File: src/rtl/pc_redirect_ctrl.sv
// pc_redirect_ctrl: fetch PC owner and redirect arbiter.
// Drives imem handshake plus IF/ID and ID/EX flush/stall.
module pc_redirect_ctrl #(
    parameter logic [31:0] RESET_PC = 32'h0000_0000
) (
    input  logic        clk,
    input  logic        rst_n,
    input  logic        jal_ID,
    input  logic        jalr_ID,
    input  logic [31:0] jal_target_ID,
    input  logic [31:0] jalr_target_ID,
    input  logic        B_JUMP_EX,
    input  logic [31:0] br_target_EX,
    input  logic        load_use_stall,
    input  logic        imem_ready,
    output logic        imem_req,
    output logic [31:0] imem_addr,
    output logic [31:0] pc_IF,
    output logic        if_valid,
    output logic        stall_IF,
    output logic        flush_IFID,
    output logic        flush_IDEX
);

    typedef enum logic [1:0] {
        BOOT,
        FETCH,
        DRAIN
    } state_t;

    state_t      state;
    state_t      state_nxt;
    logic [31:0] pc_nxt;
    logic [31:0] pend_pc;
    logic [31:0] pend_nxt;
    logic [31:0] target;
    logic        active;
    logic        br_take;
    logic        jmp_take;
    logic        redirect;

    // Redirect arbitration: the older instruction (EX) wins.
    always_comb begin
        active   = (state != BOOT);
        br_take  = active & B_JUMP_EX;
        jmp_take = active & (jal_ID | jalr_ID) & ~load_use_stall;
        redirect = br_take | jmp_take;
        target   = jal_target_ID;
        priority case (1'b1)
            B_JUMP_EX: target = br_target_EX;
            jalr_ID:   target = jalr_target_ID;
            default:   target = jal_target_ID;
        endcase
    end

    // Handshake, flush and stall outputs.
    always_comb begin
        imem_req   = active;
        imem_addr  = pc_IF;
        stall_IF   = active & ((load_use_stall & ~B_JUMP_EX)
                     | ((state == FETCH) & ~imem_ready));
        flush_IFID = redirect;
        flush_IDEX = active & (B_JUMP_EX | load_use_stall);
        if_valid   = (state == FETCH) & imem_ready
                     & ~redirect & ~stall_IF;
    end

    // Next PC / pending target / state.
    always_comb begin
        state_nxt = state;
        pc_nxt    = pc_IF;
        pend_nxt  = pend_pc;
        unique case (state)
            BOOT: begin
                state_nxt = FETCH;
            end
            FETCH: begin
                if (redirect) begin
                    if (imem_ready) begin
                        pc_nxt = target;
                    end else begin
                        pend_nxt  = target;
                        state_nxt = DRAIN;
                    end
                end else if (imem_ready && !stall_IF) begin
                    pc_nxt = pc_IF + 32'd4;
                end
            end
            DRAIN: begin
                if (redirect) begin
                    pend_nxt = target;
                end
                if (imem_ready) begin
                    pc_nxt    = redirect ? target : pend_pc;
                    state_nxt = FETCH;
                end
            end
            default: begin
                state_nxt = BOOT;
            end
        endcase
    end

    // State registers; reset abandons any outstanding fetch.
    always_ff @(posedge clk or negedge rst_n) begin
        if (!rst_n) begin
            state   <= BOOT;
            pc_IF   <= RESET_PC;
            pend_pc <= RESET_PC;
        end else begin
            state   <= state_nxt;
            pc_IF   <= pc_nxt;
            pend_pc <= pend_nxt;
        end
    end

endmodule

File: config.mk
export PLATFORM = sky130hd
export DESIGN_NAME = pc_redirect_ctrl
export DESIGN_NICKNAME = d
export VERILOG_FILES = /design/src/rtl/pc_redirect_ctrl.sv
export SDC_FILE = /design/constraint.sdc
export NUM_CORES = 1
export LEC_CHECK = 0
export CAP_MARGIN = 10
export CORE_MARGIN = 3
export CORE_UTILIZATION = 35
export CTS_BUF_LIST = sky130_fd_sc_hd__clkbuf_8 sky130_fd_sc_hd__clkbuf_16
export CTS_CLUSTER_DIAMETER = 200
export CTS_CLUSTER_SIZE = 28
export DETAILED_ROUTE_END_ITERATION = 16
export PLACE_DENSITY = 0.67
export SYNTH_ARGS = -nofsm -noshare
export SYNTH_HDL_FRONTEND = slang
export SYNTH_SLANG_ARGS = --single-unit
File: constraint.sdc
create_clock -name clk -period 4.86 [get_ports clk]
set_clock_uncertainty 0.2 [all_clocks]
set_input_delay 0.486 -clock clk [delete_from_list [all_inputs] [get_ports clk]]
set_output_delay 0.486 -clock clk [all_outputs]
set_load 0.01 [all_outputs]
### Word-level counts from Yosys, hierarchy flattened

Index checks and enable logic that the tools add are counted.

| word-level totals | value |
|---|---|
| memories | 0 |
| word-level logic and storage cells | 53 |
| input port bits | 103 |
| flip-flop bits (word level) | 66 |
| bits in writable memories | 0 |
| memory bits (read-only) | 0 |
| latch bits | 0 |

| cells by class | value |
|---|---|
| muxes and demuxes | 15 |
| divide/modulo/power cells | 0 |
| eq/ne operators | 7 |
| reductions and logical operators | 8 |
| multipliers | 0 |
| shifts and indexed selects | 0 |
| bitwise gates (word level) | 19 |
| order comparisons | 0 |
| $add $sub $neg | 1 |

Operators with widths:

| operator | number |
|---|---|
| two-way mux 32 bit | 9 |
| case mux 32 bit (2 select lines) | 2 |
| adder 32 x 3 -> 32 bit, second input constant | 1 |
| bitwise AND 1 bit | 10 |
| two-way mux 2 bit | 3 |
| inequality test 2 bit, second input constant | 3 |
| case mux 2 bit (3 select lines) | 1 |
| AND reduction 3 bit | 2 |
| NOT 1 bit | 5 |
| OR 1 bit | 4 |
| AND reduction 4 bit | 1 |
| nonzero test 2 bit | 2 |
| inequality test 3 x 2 -> 1 bit, second input constant | 1 |
| inequality test 3 bit, second input constant | 1 |
| equality test 2 x 1 -> 1 bit, second input constant | 1 |
| equality test 2 bit, second input constant | 1 |
| zero test 2 bit | 1 |
| logical AND 1 bit | 1 |
| zero test 1 bit | 1 |

### Longest topological paths before layout

Gate-level depths: netlist of run 1.

| depth | value |
|---|---|
| depth after elaboration | 9 |
| mapped depth | 9 |
| mapped depth without buffers | 8 |

### Worst setup path before layout of run 1

No wires, ideal clock.

| path | value |
|---|---|
| kind | input -> register |
| start | input jalr_ID |
| end | register pend_pc[10] |
| library setup time | 0.125 ns |
| arrival | 2.004 ns |
| slack | 2.531 ns |
| path buffers | 2 |
| cell stages on the path | 7 |
| cell sequence | buf_2 o21ba_2 o21ai_4 a21oi_1 o21ai_1 buf_2 mux2_2 |

| on the way | value |
|---|---|
| cells in the longest elaborated chain, start to end | 6 |

RTL lines:

| item | RTL line | RTL |
|---|---|---|
| start: declaration | 9 | `input logic jalr_ID,` |
| OR 1 bit | 46 | `jmp_take = active & (jal_ID \| jalr_ID) & ~load_use_stall;` |
| bitwise AND 1 bit (2 in series) | 46 |  |
| OR 1 bit | 47 | `redirect = br_take \| jmp_take;` |
| two-way mux 32 bit / inequality test 2 bit (equally long branches) | -- |  |
| case mux 32 bit (2 select lines) / AND reduction 3 bit (equally long branches) | -- |  |
| end signal: assignment | 113 | `pend_pc <= pend_nxt;` |
| end: declaration | 34 | `logic [31:0] pend_pc;` |

Parallel ways exist; a longest one is shown, timed or not. The select of a mux whose other input is x is not followed.
A chain may end at the register's enable or synchronous reset.

### Worst setup path in the final report of run 1

| path | value |
|---|---|
| start | input jalr_ID |
| end | output flush_IFID |

| on the way | value |
|---|---|
| cells in the longest elaborated chain, start to end | 4 |

RTL lines:

| item | RTL line | RTL |
|---|---|---|
| OR 1 bit | 46 |  |
| bitwise AND 1 bit (2 in series) | 46 |  |
| OR 1 bit | 47 |  |
| end: declaration | 21 | `output logic flush_IFID,` |

No other way between the ends.

==> impl_results.md, run 1 <==
* Status: finished clean
* WP data required at 4.17 ns
* Die Y at 121.8 microns
* Final Hold Viols at 0
* Core area at 12880 sq um
* Die area at 14830 sq um
* Critical Path Slowest Stage Cell: buf_2
* Vias per cell at 5.313
* Final setup fails at 0
* Worst-Skew Late Latency at between 0.3 and 0.4 ns
* Reg2reg start: state[0]
* Max_slew headroom at 29.01%
* Die width at 121.8 microns
* Worst-path maximum fanout at 34
* Nets at 770
* CTS max path bufs at 2
* Vias at approximately 4500
* Final Util at 51.18%
* First-pass GRT wire length at 22110 microns
* WL/cell at about 17 microns
* Share of layout cells above drive strength 1 at 10.94%
* Clock root buffer: clkbuf_16
* H-tree lvl count at 3
* Max-cap viol count at 0
* Placer Congestion at 0.8506
* Initial antenna violation count at 0
* # diodes at 0
* Crit path DAT at 3.03 ns
* Starting DRT DRC Count at 324
* CTS tree: yes
* Vias in the first global route at about 4200
* Global-route usage over all layers at between 10% and 20%
* Min-Delay Path Class: input pin to async pin
* DR pass1 iterations at 5
* Mean Syn Cell Area at 8.671 sq um
* Yosys cell types at 54
* Post-synth EDFFs at 0
* Min cycle time layout at 3.715 ns
* Syn Nets at 649
* Pwr/cell area at 638.8 nW/um^2
* Synth warn at 0
* Hold-fix buffers, CTS at 0
* Cell family contributing the most delay on the critical path: buffers and inverters
* Area grow syn2layout at 40.49%
* Setup crit end kind: primary output
* CP cell instances: buf_2 -> o21ba_2 -> o21ai_4 -> inv_1 -> clkdlybuf4s50_1
* Top_reg_cell synth: dfrtp_1
* Worst r2r dst: imem_addr[30]
* Synth Cell Area at 4691 sq um
* Largest net degree at the start of global routing at 67
* PortBufs at 171
* Reg2Reg Setup Slack at ~1.4 ns
* CP Depth at 5
* Antenna-violating nets left at 0
* Synth Register Bits at 66
* FILL cells at between 1000 and 1500
* Async S/R FF share, synth at 100.0%
* Worst Setup SP: jalr_ID
* Worst vdd ir at slightly above 0.4 mV
* Post-Synthesis Cells at 541
* Fin. max-slew vios at 0
* Final wirelength at 14210 microns
* Post-route DRC at 0
* Buf+Inv Stages, Crit Path at 3
* Area leader, netlist: dfrtp_1
* Critical setup path kind: input pin to primary output
* Initial Util at between 30% and 40%
* Non-filler cells, final at 839
* Clock sink count at 66
* Tightest Pin Transition at approximately 1.1 ns
* Setup TNS at 0 ns
* Slowest Stage Delay on Critical Path at between 0.7 and 0.8 ns
* Sequential share of the synthesized area at a little over a third
* Post-cts resize count at 0
* Total gr overflow at 0
* Fmax achieved at 269.2 MHz
* R2R cell count at 9
* Worst setup path end: flush_IFID
* Post-CTS Setup Bufs at 0
* Hold Slack at 0.1397 ns
* IO Count at 172
* Leakage power at about 0.0027 uW
* Yosys top cell area share at 35.21%
* Final HPWL DP at 10610 microns
* Row cnt at between 40 and 50
* Cts bufs inserted at 9
* Placed cells at 823
* Worst setup SP type: input pin
* Final Cycle Share at around 76%
* Worst-path clk slew at about 0.060 ns
* RSZ-0062 raised after global routing: no
* Synth area leaders: dfrtp_1 (35%), mux2i_1 (9.0%), mux2_2 (8.2%)
worst min-delay path by stage:
stage          cells after the start      endpoint  slack, ns         from
4_1_cts                            2   pend_pc[26]       0.20        rst_n
2_1_floorplan                      0  imem_addr[0]      -0.01        rst_n
5_1_grt                            2   pend_pc[26]       0.22        rst_n
3_3_place_gp                       1   pend_pc[21]       0.28  pend_pc[21]
3_5_place_dp                       1   pend_pc[26]       0.29  pend_pc[26]
6_report                           2   pend_pc[26]       0.14        rst_n
synthesized netlist by cell type (2+ instances only):
| cell type | count |
|---|---|
| o31a_1 | 4 |
| a211o_1 | 3 |
| nand4_1 | 6 |
| nand3_1 | 27 |
| mux2_2 | 34 |
| a21o_2 | 2 |
| and2_1 | 8 |
| o211ai_1 | 9 |
| xnor2_1 | 5 |
| o21ai_1 | 3 |
| nor4_4 | 2 |
| dfrtp_1 | 66 |
| mux2i_1 | 42 |
| buf_4 | 32 |
| nand2_1 | 70 |
| and3_1 | 4 |
| o21ai_0 | 56 |
| inv_1 | 12 |
| a21o_1 | 7 |
| a31o_2 | 2 |
| clkbuf_1 | 25 |
| nand4b_1 | 4 |
| nor2_1 | 27 |
| or3_1 | 2 |
| nor3_1 | 6 |
| a21oi_1 | 32 |
| a31oi_1 | 7 |
| ha_1 | 5 |
| buf_2 | 10 |
| o22ai_1 | 5 |
cell type report:
cell class	count	area, sq um	area share (%)
tap	172	215.2	3.266
clock inverter	4	48.80	0.7405
sequential	66	1652	25.06
timing repair buffer	177	1742	26.43
clock buffer	12	266.5	4.044
multi-input combinational	395	2618	39.72
inverter	13	48.80	0.7405
metal layers:
layer  wire, microns  track usage, %  up-vias
met3             995           3.528       14
met5               0               0        -
met1            6169           26.10     2130
met4             191           5.252        0
met2            6858           30.59      164
li1                -               -     2150
stage by stage:
step	power, uW	instance area, sq um	setup WS (ns)
floorplan	2675	4691	2.531
global placement	3455	6275	1.192
detailed placement	3522	6275	1.132
CTS	4219	6590	1.132
global route	4493	6590	1.005
finish	4210	6590	1.145
kinds of logic (layout without fill, tap and decap cells):
group / after synthesis / in the layout / share of synthesized area (%)
buffers and inverters: 80 / 206 / 9.229
AND/OR/NAND/NOR: 166 / 166 / 17.53
multiplexers: 76 / 76 / 17.12
adder cells (fa/ha/maj): 5 / 5 / 1.334
XOR/XNOR: 6 / 6 / 1.120
AO/OA/AOI/OAI: 142 / 142 / 18.46
flip-flops: 66 / 66 / 35.21
power by group:
| group | internal (uW) | total (uW) | switching, uW |
|---|---|---|---|
| registers | 841 | 1160 | 314 |
| clock network | 438 | 683 | 244 |
| logic | 1190 | 2370 | 1180 |
placed cells by master (no fill, tap or decap), types with 3 or more instances in the layout:
cell | Yosys | layout
o211ai_1 | 9 | 9
a31oi_1 | 7 | 7
a211o_1 | 3 | 3
a21o_1 | 7 | 7
clkbuf_8 | 0 | 3
nand4b_1 | 4 | 4
clkdlybuf4s50_1 | 0 | 168
nor3_1 | 6 | 6
nand4_1 | 6 | 6
mux2_2 | 34 | 34
o21ai_0 | 56 | 56
nand2_1 | 70 | 70
ha_1 | 5 | 5
inv_1 | 12 | 12
a21oi_1 | 32 | 32
and2_1 | 8 | 8
buf_2 | 10 | 3
nor2_1 | 27 | 27
buf_4 | 32 | 6
xnor2_1 | 5 | 5
and3_1 | 4 | 4
mux2i_1 | 42 | 42
dfrtp_1 | 66 | 66
clkbuf_16 | 0 | 9
o31a_1 | 4 | 4
o22ai_1 | 5 | 5
nand3_1 | 27 | 27
worst reg2reg max path, cell delays in order (launching register included):
cell      delay (ns)
dfrtp_1         0.41
inv_1           0.10
ha_1            0.48
buf_4           0.33
nor2b_1         0.22
o22ai_1         0.17
nand2_1         0.81
buf_4           0.35
a21o_1          0.13
o211ai_1        0.09
registers in the layout, indices dropped and copies added, names as in the netlist:
name       cells
state          2
imem_addr     32
pend_pc       32
Note: power is estimated with default switching activity, not from simulation.
==> run 2, diff against run 1 <==
==> constraint.sdc (replaced) <==
create_clock -name clk -period 3.6 [get_ports clk]
set_clock_uncertainty 0.2 [all_clocks]
set_input_delay 0.36 -clock clk [delete_from_list [all_inputs] [get_ports clk]]
set_output_delay 0.36 -clock clk [all_outputs]
set_load 0.01 [all_outputs]
==> run 2 against run 1 <==
Global-route usage grew 0.86 points. Core utilization grew 0.52 points. Worst hold slack gained 0.16 ns. Cell count is 0.83% higher. Via count up 1.7%. Combinational power grew 38%. Setup slack lost 0.45 ns. Non-clock buffer count rose by 8. Sequential power grew 35%. Sequential share of layout area decreased by 0.25 points. Design area is 1.0% higher. Flip-flop and latch count stayed put.
==> impl_results.md, run 2 (synthesis results as in run 1) <==
* Clock sink count at 66
* Slowest Stage Delay on Critical Path at about 0.65 ns
* Largest net degree at the start of global routing at 38
* Max-cap viol count at 0
* Most used cell, CP: inv_1
* CP cell instances: inv_1 -> ha_1 -> inv_1 -> o21ai_4 -> inv_1 -> clkdlybuf4s50_1
* Total gr overflow at 0
* Clk pwr share at 16.4%
* Comb power frac at 56.4%
* Vias in the first global route at 4374
* Post-route DRC at 0
* IO Count at 172
* Fmax achieved at 343.8 MHz
* Tightest Pin Transition at 0.9129 ns
* Most frequent standard cell in the layout excluding fill and tap cells: clkdlybuf4s50_1
* Worst vdd ir at 0.4315 mV
* Initial Util at 36.43%
* WL/cell at 17.28 microns
* CTS tree: yes
* RSZ-0062 raised after global routing: no
* Setup crit end kind: primary output
* Status: finished clean
* H-tree lvl count at 3
* Die area at between 10000 and 15000 sq um
* Placer Congestion at 0.8071
* Placed cells at a little over 800
* Cts bufs inserted at 9
* Vias per cell at 5.362
* Clock root buffer: clkbuf_16
* Internal power at 3419 uW
* Grt met2 use at 31.98%
* DR pass1 iterations at 5
* Initial antenna violation count at 0
* Critical Path Slowest Stage Cell: clkdlybuf4s50_1
* Share of layout cells above drive strength 1 at 11.42%
* Core area at between 10000 and 15000 sq um
* Gr busiest metal: met2
* Most frequent cells in the layout: clkdlybuf4s50_1 (168), nand2_1 (70), dfrtp_1 (66), o21ai_0 (56), mux2i_1 (42)
* Final wirelength at ~15000 microns
* Setup TNS at 0 ns
* Antenna-violating nets left at 0
* Nets at 778
* Met3 usage at 2.739%
* Global-route usage over all layers at 19.81%
* Worst setup SP type: flip-flop
* Switching share of power at between 40% and 50%
* Area grow syn2layout at 41.93%
* Leakage power at 0.002747 uW
* Non-filler cells, final at 846
* Die Y at 121.8 microns
* PortBufs at 171
* P_sw at about 2400 uW
* Worst-Skew Late Latency at 0.32 ns
* Worst-path maximum fanout at 12
* WP data required at 3.04 ns
* Min cycle time layout at 2.909 ns
* Die width at ~120 microns
* Vias at 4536
* Starting DRT DRC Count at 341
* M1 GR Usage at 27.74%
* Total power at 5779 uW
* Final Cycle Share at around four fifths
* # diodes at 0
* Sequential power share at 27.2%
* Final setup fails at 0
* Pwr/cell area at 868.0 nW/um^2
* Min-Delay Path Class: flip-flop to flip-flop
* Final Hold Viols at 0
* Cell family contributing the most delay on the critical path: buffers and inverters
* Fin. max-slew vios at 0
* Row cnt at 41
* Worst-path clk slew at 0.05 ns
* First-pass GRT wire length at 23540 microns
* Final HPWL DP at about 11000 microns
* Critical setup path kind: flip-flop to primary output
* Crit path DAT at 2.35 ns
* Buf+Inv Stages, Crit Path at 4
* Max_slew headroom at around 39%
* CTS max path bufs at 2
==> run 2: per-layer routing <==
metal	vias to the layer above	routed length (microns)
met4	0	189
li1	2157	-
met2	169	7250
met3	13	917
met5	-	0
met1	2197	6260
==> run 2: cell type report <==
| type | instances | area, sq um |
|---|---|---|
| Clock inverter | 4 | 67.56 |
| Sequential cell | 66 | 1652 |
| Fill cell | 1189 | 6218 |
| Multi-Input combinational cell | 395 | 2618 |
| Timing Repair Buffer | 185 | 1804 |
| Inverter | 13 | 48.80 |
| Clock buffer | 11 | 252.7 |
| Tap cell | 172 | 215.2 |
==> run 2: power by group through the flow <==
stage,sequential [uW],combinational (uW),clock [uW]
6_report,1570,3260,946
2_1_floorplan,1520,2090,0
4_1_cts,1570,3260,952
5_1_grt,1630,3550,985
3_5_place_dp,1580,3240,0
3_3_place_gp,1550,3190,0
==> run 2: path summary, 6_finish.rpt <==
kind | start | end | slack, ns | cells past startpoint
worst max-delay path | state[0] | flush_IFID | 0.69 | 6
worst min-delay path | pend_pc[25] | pend_pc[25] | 0.30 | 1
worst max register to register | state[0] | imem_addr[19] | 0.79 | 8
worst min register to register | pend_pc[25] | pend_pc[25] | 0.30 | 1
max in group asynchronous | rst_n | imem_addr[0] | 2.00 | 3
min in group asynchronous | rst_n | pend_pc[22] | 0.46 | 2
==> run 2: what timing repair did <==
item                                   in CTS  in global routing
endpoints found under the hold margin      32                  0
setup endpoints to repair                   0                  0
hold buffers                                1                  0
resized for setup                           0                  0
buffers inserted                            0                  0
==> run 2: through the flow <==
step | hold WS [ns] | area (sq um) | setup slack, ns | util [%]
floorplan | -0.1356 | 4691 | 1.355 | -
CTS | 0.2990 | 6658 | 0.7014 | 51.71
global route | 0.3070 | 6658 | 0.5862 | 51.71
finish | 0.2968 | 6658 | 0.6911 | 51.71
global placement | 0.2789 | 6327 | 0.7400 | 49.14
detailed placement | 0.2878 | 6327 | 0.6856 | 49.14
==> RTL edit 1: new RTL, config.mk and constraints of run 2 <==
Reset style: synchronous (`rst_n`), changed in one clocked block.
--- a/src/rtl/pc_redirect_ctrl.sv
+++ b/src/rtl/pc_redirect_ctrl.sv
@@ -102,7 +102,7 @@
     end
 
     // State registers; reset abandons any outstanding fetch.
-    always_ff @(posedge clk or negedge rst_n) begin
+    always_ff @(posedge clk) begin
         if (!rst_n) begin
             state   <= BOOT;
             pc_IF   <= RESET_PC;
Behaviour: differs if rst_n is asserted again (counterexample within 4 cycles, from zero or initial values and one cycle with rst_n low); with rst_n held inactive, the same outputs for 4 cycles.
==> RTL edit 1 against run 2 <==
Synthesized area shrank 1.6%; maximum frequency grew 4.8%; setup slack gained 130 ps; cell area shrank 2.4%; routed wire length grew 7.1%; sequential cell count is the same; sequential share of layout area shrank 4.5 points; critical path depth grew 1; power shrank 22%; highest routed layer unchanged.
==> RTL edit 1: results (changes against run 2) <==
Global routing
  – Vias in the first global route: 4696 (+7.4%)
  – Total track usage: 21.0% (+1.2 points)

Finish
  – Fill cell count: 1226 (+3.1%)
  – Share of cells above drive strength 1: 6.23% (-5.2 points)
  – Area Growth Syn to Fin: 40.7%
  – Final #Nets: 857 (+10%)

Synthesis
  – Top FF cell, synth: dfxtp_1
  – Syn Nets: 744 (+15%)
  – Synth top area cells: dfxtp_1 29%, o21ai_0 9.6%, nand2_1 8.7%
  – Register area share after synthesis: 28.6% (-6.6 points)
  – Post-Syn Area per Cell: 7.26 sq um (-16%)
  – Multiplexer area fraction after synthesis: 9.21% (-7.9 points)

Drt
  – Final wirelength: 15.7 mm (+7.1%)
  – Routed via count: 5161 (+14%)
  – Vias per inst: 5.57 (+3.9%)

Placement
  – DP Area: 0.00618 sq mm (-2.3%)
  – Post-place setup slack: 935 ps (+250 ps)
  – Placer congestion estimate: 0.832 (+3.0%)
  – DP Cell Count: 910 (+9.6%)

Worst setup path
  – Flop-to-flop setup slack: 950 ps (+160 ps)
  – Reg-to-reg startpoint: imem_addr[2]$_SDFFE_PN0P_
  – FF-to-FF End: imem_addr[14]$_SDFFE_PN0P_
  – Crit path max fanout: 10 (-2)

Power and ir drop
  – Leakage power: 0.00238 uW (-13%)

Min path
  – WHS Path Cells: 2 (+1)
  – Hold path startpoint: pend_pc[11]$_SDFFE_PN0P_

STA
  – Slew Limit Headroom: 45.7% (+6.6 points)

Run status
  – Status: finished, final reports clean

CTS
  – Clk Latency, worst-skew pair: 340 ps (+20 ps)
==> RTL edit 1: report_power, final <==
part	switching, uW	leakage, uW	internal (uW)	total, uW
Sequential	316	0.000539	993	1310
Clock	332	0.000162	600	932
Combinational	1270	0.00168	1000	2280
==> RTL edit 1: layout make-up <==
class / instances / area, sq um / share of cell area, %
Sequential cell: 66 / 1320 / 20.3
Timing Repair Buffer: 183 / 1790 / 27.5
Multi-Input combinational cell: 478 / 2820 / 43.4
Clock inverter: 7 / 86.3 / 1.33
Inverter: 11 / 41.3 / 0.636
Clock buffer: 9 / 225 / 3.47
Tap cell: 172 / 215 / 3.31
==> RTL edit 1: worst max-delay path by stage <==
stage,startpoint,end,slack [ps],cells after the start
6_report,state[0]$_SDFFE_PN0P_,if_valid,820,7
4_1_cts,state[0]$_SDFFE_PN0P_,if_valid,840,7
5_1_grt,state[1]$_SDFFE_PN0P_,if_valid,670,7
3_5_place_dp,jal_ID,imem_addr[26]$_SDFFE_PN0P_,940,7
3_3_place_gp,jal_ID,imem_addr[26]$_SDFFE_PN0P_,980,7
2_1_floorplan,state[0]$_SDFFE_PN0P_,if_valid,1370,8
==> RTL edit 1: kinds of logic after synthesis <==
group                      count (synthesis)
and+or+nand+nor                          243
adders and majority gates                  5
buffers and inverters                     92
muxes                                     42
AOI/OAI and AO/OA                        185
xor gates and xnor gates                   3
DFF                                       66
==> RTL edit 1: per-layer routing <==
layer  routed length [um]  GRT usage [%]
met5                    0              0
met4                  164           4.60
met3                 1600           4.38
met2                 6860           31.5
met1                 7030           31.0
==> RTL edit 1: metrics by stage <==
step / hold WS (ps) / total power [uW]
final: 272 / 4520
after global placement: 247 / 3510
after floorplan: 235 / 2670
after detailed placement: 260 / 3580
after global routing: 289 / 4800
after CTS: 272 / 4520
==> RTL edit 1: critical path: stages, from the launching register on <==
cell	delay, ps
dfxtp_1	330
inv_1	100
ha_1	410
inv_1	220
nand3_2	120
inv_2	60
nor2_1	100
clkdlybuf4s50_1	540
==> RTL edit 2: new RTL, config.mk and constraints of run 2 <==
Made on the original files. The 3 states of `state_t` get a one-hot encoding in 3 bits.
--- a/src/rtl/pc_redirect_ctrl.sv
+++ b/src/rtl/pc_redirect_ctrl.sv
@@ -22,10 +22,10 @@
     output logic        flush_IDEX
 );
 
-    typedef enum logic [1:0] {
-        BOOT,
-        FETCH,
-        DRAIN
+    typedef enum logic [2:0] {
+        BOOT  = 3'b001,
+        FETCH = 3'b010,
+        DRAIN = 3'b100
     } state_t;
 
     state_t      state;
Function: same outputs for any inputs over 4 cycles, from zero or initial values and one cycle with rst_n low; so few cycles prove little.
==> RTL edit 2 against run 2 <==
Power fell by 16%; register-to-register slack improved by 100 ps; critical path depth fell by 1; non-clock buffer count fell by 1; routed wire length rose by 4.5%; setup slack improved by 48 ps; sequential cell count rose by 1; synthesized area rose by 2.1%; clock power rose by 2%; via count rose by 5.1%; count of clock-buffer cells in the layout fell by 1; cell area rose by 0.83%; sequential share of layout area rose by 0.19 points; combinational power fell by 29%.
==> RTL edit 2: results (changes against run 2) <==
Power and ir drop
  – Leakage power: 0.00271 uW (-1.2%)
  – P_int: 2940 uW (-14%)
  – Worst vdd ir: 0.000325 V (-25%)

CTS
  – H-tree levels: 3 (unchanged)
  – Cts bufs inserted: 9 (unchanged)
  – CTS clk-pin slew, worst paths: 60 ps
  – Clk root buf: clkbuf_16
  – Cts repair resizes: 0 (unchanged)
  – Clock buffer depth: 2 (unchanged)
  – Clk Latency, worst-skew pair: 330 ps

Global routing
  – Vias in the first global route: 4640 (+6.1%)
  – Global-route wire length before repair: 24.2 mm (+2.8%)
  – Total track usage: 20.2% (+0.43 points)
  – Initial antenna violation count: 1 (+1)
  – Pin count of the biggest net entering global routing: 54 (+42%)

Worst setup path
  – Reg-to-reg startpoint: state[0]$_DFFE_PN1P_
  – FF-to-FF End: imem_addr[31]$_DFFE_PN0P_
  – Flop-to-flop setup slack: 890 ps (+100 ps)
  – Worst r2r path cells: 5 (-3)
  – CP arrival: 2300 ps (-50 ps)
  – Crit path max fanout: 15 (+3)

Placement
  – DP Cell Count: 848 (+2.2%)
  – PortBufs: 171 (unchanged)
  – Placer congestion estimate: 0.895 (+11%)
  – Placed wire-length estimate: 11.3 mm (+2.8%)
  – DP Area: 0.00637 sq mm (+0.71%)

Drt
  – Routed via count: 4767 (+5.1%)
  – DRT Pass-1 Iters: 5 (unchanged)
  – Final wirelength: 15.3 mm (+4.5%)
  – DR iter-0 viols: 395 (+16%)

Min path
  – Worst Hold End: pend_pc[31]$_DFFE_PN0P_
  – WHS Path Cells: 2 (+1)
  – Hold path startpoint: pend_pc[31]$_DFFE_PN0P_
  – Hold Crit Class: flop to flop

Synthesis
  – Top FF cell, synth: dfrtp_1
  – Post-synth top cells: 69 x nand2_1, 66 x dfrtp_1, 60 x o21ai_0
  – Post-Syn Area per Cell: 8.50 sq um (-1.9%)
  – Unique masters post-synth: 62 (+15%)
  – Syn Nets: 667 (+2.8%)
  – Synth top area cells: dfrtp_1 35%, mux2i_1 7.9%, o21ai_0 6.3%
  – Most common cell in the synthesized netlist: nand2_1
  – Register area share after synthesis: 35.0% (-0.16 points)
  – Yosys synthesis warning count: 0 (unchanged)
  – Post-synth ARST share: 100% (unchanged)

Finish
  – Post-Layout Cell Count: 866 (+2.4%)
  – Final #Nets: 788 (+1.3%)
  – Share of cells above drive strength 1: 9.58% (-1.8 points)

STA
  – Fin Hold WS: 279 ps (-18.2 ps)
  – Slew Limit Headroom: 39.6% (+0.42 points)
  – Slew Limit Fails: 0 (unchanged)

Run status
  – Status: finished, final reports clean

Floorplan
  – Initial Util: 36.0% (-0.42 points)
[RTL edit 2: power by group through the flow]
stage,Clock (uW),Combinational (uW),Sequential [uW]
5_1_grt,1010,2510,1650
4_1_cts,973,2310,1570
6_report,964,2300,1580
3_5_place_dp,0,2300,1590
2_1_floorplan,0,1390,1500
3_3_place_gp,0,2250,1560
[RTL edit 2: cells by family (layout without fill, tap and decap cells)]
family,Yosys count,after routing,synth area share (%)
buffers and inverters,82,208,9.64
multiplexers,58,58,12.7
AND/OR/NAND/NOR,186,186,20.0
flip-flops,67,67,35.0
AO/OA/AOI/OAI,167,167,22.1
XOR/XNOR,2,2,0.366
other,0,1,0
adder cells (fa/ha/maj),1,1,0.261
[RTL edit 2: stage by stage]
stage | setup slack (ps) | utilization (%)
after floorplan | 1460 | -
after global routing | 618 | 50.5
final | 739 | 50.5
after CTS | 743 | 50.5
after global placement | 899 | 47.9
after detailed placement | 821 | 47.9
[RTL edit 2: how the worst max path moves through the flow]
| stage | startpoint | endpoint | cells after the start |
|---|---|---|---|
| floorplan | imem_addr[6]$_DFFE_PN0P_ | imem_addr[23]$_DFFE_PN0P_ | 5 |
| global placement | jal_ID | imem_addr[31]$_DFFE_PN0P_ | 5 |
| detailed placement | jal_ID | imem_addr[31]$_DFFE_PN0P_ | 5 |
| CTS | state[0]$_DFFE_PN1P_ | flush_IFID | 5 |
| global route | state[0]$_DFFE_PN1P_ | flush_IFID | 5 |
| finish | state[0]$_DFFE_PN1P_ | flush_IFID | 5 |
[RTL edit 2: layout make-up]
type / count / area [sq um]
Clock buffer: 10 / 239
Fill cell: 1224 / 6580
Clock inverter: 6 / 88.8
Multi-Input combinational cell: 414 / 2660
Timing Repair Buffer: 184 / 1800
Antenna cell: 1 / 2.50
Sequential cell: 67 / 1680
Inverter: 8 / 30.0
Tap cell: 176 / 220
[RTL edit 2: per-layer routing]
metal	wire [um]	vias to the layer above	global-route usage (%)
li1	-	2287	-
met2	7410	179	33.6
met5	0	-	0
met1	6630	2285	26.7
met3	1010	16	3.89
met4	214	0	6.23
[RTL edit 2: critical path, stage by stage, from the launching register on]
cell	delay, ps
dfstp_2	670
nor3b_2	380
inv_2	120
nand3_2	140
inv_2	140
clkdlybuf4s50_1	520
[RTL edit 2: repair_timing]
action                    in CTS  in global routing
hold endpoints to repair      22                  0
hold buffers                   1                  0
setup buffers                  0                  0
